==> config.mk <==
export PLATFORM = sky130hd
export DESIGN_NAME = usb_cmd_parser
export DESIGN_NICKNAME = d
export VERILOG_FILES = /design/src/rtl/usb_cmd_parser.sv
export SDC_FILE = /design/constraint.sdc
export NUM_CORES = 1
export LEC_CHECK = 0
export CAP_MARGIN = 20
export CORE_UTILIZATION = 25
export CTS_CLUSTER_DIAMETER = 150
export DETAILED_ROUTE_END_ITERATION = 16
export MAX_ROUTING_LAYER = met4
export PLACE_DENSITY_LB_ADDON = 0.12
export SETUP_SLACK_MARGIN = 0.02
export SYNTH_ARGS = -nofsm -noshare
export SYNTH_HDL_FRONTEND = slang
export SYNTH_SLANG_ARGS = --single-unit
export TNS_END_PERCENT = 50
==> constraint.sdc <==
create_clock -name clk -period 7.2 [get_ports clk]
set_clock_uncertainty 0.05 [all_clocks]
set_input_delay 1.08 -clock clk [delete_from_list [all_inputs] [get_ports clk]]
set_output_delay 1.08 -clock clk [all_outputs]
set_load 0.05 [all_outputs]
==> src/rtl/usb_cmd_parser.sv <==
// Frame parser for [SYNC, CMD, DATA, CHK] command frames from the USB byte receiver.
// Holds the sig_gen waveform configuration and counts rejected/stalled frames.
module usb_cmd_parser #(
  parameter logic [7:0] SYNC_BYTE = 8'hA5,
  parameter int         TIMEOUT   = 50000,
  parameter int         TO_W      = 16,
  parameter logic [4:0] RST_MODE  = 5'd0,
  parameter logic [7:0] RST_FREQ  = 8'd1,
  parameter logic [7:0] RST_AMP   = 8'd255,
  parameter logic [7:0] RST_PHASE = 8'd0
) (
  input  logic       clk,
  input  logic       rst,
  input  logic [7:0] rx_data,
  input  logic       rx_valid,
  output logic [4:0] state,
  output logic [7:0] state_freq,
  output logic [7:0] state_amp,
  output logic [7:0] state_phase,
  output logic       cfg_update,
  output logic       frame_err,
  output logic [7:0] err_cnt
);

  typedef enum logic [1:0] {
    IDLE,
    GET_CMD,
    GET_DATA,
    GET_CHK
  } fsm_t;

  fsm_t            fsm, fsm_nx;
  logic [TO_W-1:0] to_cnt, to_nx, to_inc;
  logic [7:0]      cmd, cmd_nx;
  logic [7:0]      data, data_nx;
  logic            accept, reject;
  logic            legal, timeout;

  assign to_inc = to_cnt + 1'b1;

  // Fires on the cycle the counter would reach TIMEOUT-1; a byte overrides it.
  assign timeout = (fsm != IDLE) && !rx_valid &&
                   (to_inc == TO_W'(TIMEOUT - 1));

  always_comb begin
    legal = 1'b0;
    case (cmd)
      8'h01:   legal = (data[7:5] == 3'd0);
      8'h02:   legal = 1'b1;
      8'h03:   legal = 1'b1;
      8'h04:   legal = 1'b1;
      default: legal = 1'b0;
    endcase
  end

  always_comb begin
    fsm_nx  = fsm;
    to_nx   = (fsm == IDLE) ? '0 : to_inc;
    cmd_nx  = cmd;
    data_nx = data;
    accept  = 1'b0;
    reject  = 1'b0;
    if (rx_valid) begin
      to_nx = '0;
      unique case (fsm)
        IDLE: begin
          if (rx_data == SYNC_BYTE) fsm_nx = GET_CMD;
        end
        GET_CMD: begin
          cmd_nx = rx_data;
          fsm_nx = GET_DATA;
        end
        GET_DATA: begin
          data_nx = rx_data;
          fsm_nx  = GET_CHK;
        end
        GET_CHK: begin
          if (legal && (rx_data == (cmd ^ data))) accept = 1'b1;
          else reject = 1'b1;
          fsm_nx = IDLE;
        end
      endcase
    end else if (timeout) begin
      fsm_nx = IDLE;
      to_nx  = '0;
      reject = 1'b1;
    end
  end

  always_ff @(posedge clk or posedge rst) begin
    if (rst) begin
      fsm    <= IDLE;
      to_cnt <= '0;
      cmd    <= '0;
      data   <= '0;
    end else begin
      fsm    <= fsm_nx;
      to_cnt <= to_nx;
      cmd    <= cmd_nx;
      data   <= data_nx;
    end
  end

  always_ff @(posedge clk or posedge rst) begin
    if (rst) begin
      state       <= RST_MODE;
      state_freq  <= RST_FREQ;
      state_amp   <= RST_AMP;
      state_phase <= RST_PHASE;
      cfg_update  <= 1'b0;
      frame_err   <= 1'b0;
      err_cnt     <= '0;
    end else begin
      cfg_update <= accept;
      frame_err  <= reject;
      if (reject && (err_cnt != 8'hFF)) err_cnt <= err_cnt + 8'd1;
      if (accept) begin
        case (cmd)
          8'h01:   state       <= data[4:0];
          8'h02:   state_freq  <= data;
          8'h03:   state_amp   <= data;
          8'h04:   state_phase <= data;
          default: ;
        endcase
      end
    end
  end

endmodule

==> results.py <==
metrics = {
    "power": {
        "power_mw": 1.34,
        "p_leak_nw": 1.90,
        "max-vdd-ir-drop_uv": 161,
        "powerDensity_nw_per_um2": 297,
    },
    "timing": {
        "fin_ws_ps": 3760,
        "max_clock_freq_mhz": 291,
        "min_period_over_period_pct": 47.7,
        "drv_slew": 0,
        "fin_hold_ws_ps": 446,
        "finalSetupTns_ps": 0,
        "tightest_slew_ps": 962,
        "final-setup-viol-count": 0,
        "slew_headroom_pct": 35.9,
        "fin_crit_ps": 3440,
        "hold_viol": 0,
        "rsz0062_at_grt": "no",
    },
    "floorplanning": {
        "die_area_um2": 14400,
        "die-height_um": 120,
        "rows": 42,
        "ios": 50,
        "core_um2": 13500,
        "initial_core_util_pct": 26.0,
        "die_x_um": 120,
    },
    "detailed_routing": {
        "met3WireLength_um": 179,
        "firstDrtPassIters": 4,
        "wl_met1_um": 3910,
        "drt-vias-per-instance": 4.45,
        "wl_met2_um": 3450,
        "drc_errors": 0,
        "drt_iter0_markers": 77,
        "top_layer": "met4",
        "wl_um": 7730,
        "vias": 2303,
        "final_antenna_net_count": 0,
        "wl_per_cell_um": 14.9,
    },
    "setup_path": {
        "critPathMaxStageDelay_ps": 480,
        "setup.worst_path.start": "rx_data[3]",
        "worst_setup_path_start_kind": "input pin",
        "required_ps": 7370,
        "critPathBufInv": 1,
        "crit_family": "simple AND/OR/NAND/NOR gates",
        "path_max_fanout": 8,
        "path_class": "input pin to flop",
        "worst_path_max_delay_cell": "clkdlybuf4s50_1",
        "path_cells": "clkdlybuf4s50_1 -> xor2_1 -> nor4_1 -> nand4_1 -> or3_1 -> nor2_2 -> mux2_2",
        "cp.arrival_ps": 3610,
        "reg2reg_from": "to_cnt[0]",
        "end_kind": "flop",
    },
    "grt": {
        "grt_pass1_wl_um": 12500,
        "grt_pass1_vias": 2309,
        "grt_use_total_pct": 11.9,
        "grt.overflow.total": 0,
        "grt_max_degree": 74,
        "antenna_found_initial": 0,
    },
    "synth": {
        "avgSynthCellArea_um2": 12.4,
        "synth_edf_count": 0,
        "synth-simple-area-share_pct": 16.4,
        "syn_inst": 281,
        "async_reset_ff_share_pct": 100,
        "synthFlopType": "dfrtp_1",
        "synth_compound_area_share_pct": 2.69,
        "synthXorXnorAreaFrac_pct": 8.24,
        "synth_top_family_by_area": "simple AND/OR/NAND/NOR gates",
        "syn_nets": 299,
        "synth_cell_types": 48,
        "synthMuxAreaShare_pct": 15.8,
        "syn-cell-area_um2": 3490,
        "synth_area_leaders": "dfrtp_1, mux2_2, dfstp_2, xor2_1, xnor2_1",
        "synthAdderAreaFrac_pct": 2.51,
        "yosysSeqAreaShare_pct": 52.6,
        "yosys.area.top_type": "dfrtp_1",
        "synth_seq_cells": 73,
        "yosysWarnings": 0,
        "synth.top_cell.area_share_pct": 45.9,
    },
    "hold_path": {
        "hold_start": "cmd[3]",
        "hold_path.class": "flop to flop",
    },
    "cts": {
        "cts_tree": "done",
        "cts_hold_buf": 0,
        "clk_latency_ps": 330,
        "cts_resized": 0,
        "clk_path_buf_depth": 2,
        "numCtsBuffers": 9,
        "cts_sinks": 73,
        "cts_setup_buffers": 0,
        "clkTransAtPathRegs_ps": 60,
        "htreeDepth": 3,
        "root_buffer": "clkbuf_16",
    },
    "placement": {
        "dp_hpwl_um": 5450,
        "place_inst": 502,
        "gp_congestion": 0.747,
        "dp_slack_ps": 3410,
        "port_buffers": 49,
        "place_area_um2": 4190,
    },
    "finish": {
        "multi_input_area_um2": 1590,
        "fin_nets": 355,
        "fillCellCount": 1397,
        "final_util_pct": 33.4,
        "area_growth_pct": 28.7,
        "fin_area_um2": 4490,
        "diodes": 0,
        "drive_gt1_share_pct": 27.5,
        "area.sequential_um2": 1840,
        "fin_cells": 518,
    },
    "flow_run": {
        "cap_violations": 0,
    },
    "status": {
        "status": "complete, no violations",
    },
}
where the power goes:
group / internal (mW) / leakage (nW) / switching, mW
logic: 0.149 / 0.811 / 0.157
clock network: 0.278 / 0.145 / 0.172
registers: 0.478 / 0.940 / 0.102
layout by cell type, fill, tap and decap left out, types with 3 or more instances in the layout:
master	Yosys	layout
clkbuf_16	0	9
clkdlybuf4s50_1	0	49
dfrtp_1	64	64
dfstp_2	9	9
ha_1	7	7
inv_1	7	6
mux2_2	49	49
nand2_1	11	11
nand2b_1	3	3
nand3_1	14	14
nand4_1	5	5
nor2_1	25	25
nor4_1	6	6
nor4b_1	4	4
or2_2	3	3
xnor2_1	15	15
xor2_1	16	16
synthesized netlist by cell type, types with 3 or more instances:
library cell and count:
dfrtp_1 64, mux2_2 49, nor2_1 25, xor2_1 16, xnor2_1 15, nand3_1 14
nand2_1 11, dfstp_2 9, ha_1 7, inv_1 7, nor4_1 6, nand4_1 5
nor4b_1 4, nand2b_1 3, or2_2 3
routing by layer:
layer | vias to the layer above | GRT usage, %
li1 | 1106 | -
met5 | - | -
met1 | 1151 | 16.2
met2 | 34 | 16.6
met4 | 0 | 7.03
met3 | 12 | 1.75
registers in the layout, indices dropped and copies added (netlist names):
signal and count:
cfg_update 1, cmd 8, data 8, err_cnt 8, frame_err 1, fsm 2
state 5, state_amp 8, state_freq 8, state_phase 8, to_cnt 16
kinds of logic (layout without fill, tap and decap cells):
family                     Yosys count  after routing
xor gates and xnor gates            32             32
buffers and inverters               13             74
DFF                                 73             73
AOI/OAI and AO/OA                   12             12
and+or+nand+nor                     95             95
adders and majority gates            7              7
muxes                               49             49
cell type report:
type,count,area share [%]
Sequential cell,73,40.9
Timing Repair Buffer,51,11.3
Clock inverter,6,1.50
Tap cell,176,4.90
Inverter,7,0.585
Clock buffer,10,5.32
Multi-Input combinational cell,195,35.5
worst paths after layout:
| kind | end | slack, ps | depth (start not counted) |
|---|---|---|---|
| max | state_phase[5] | 3760 | 7 |
| min | cmd[3] | 450 | 1 |
| max reg2reg | err_cnt[7] | 4170 | 8 |
| min reg2reg | cmd[3] | 450 | 1 |
| max in group asynchronous | fsm[1] | 5160 | 3 |
| min in group asynchronous | state_phase[0] | 1320 | 3 |
worst reg2reg max path, delay by kind of cell, from the launching register on:
family / cells / cell delay, ps
AND/OR/NAND/NOR: 3 / 1370
flip-flops: 1 / 500
adder cells (fa/ha/maj): 1 / 340
XOR/XNOR: 2 / 320
AO/OA/AOI/OAI: 1 / 240
buffers and inverters: 1 / 100
Power figures use the tool's default switching activity.
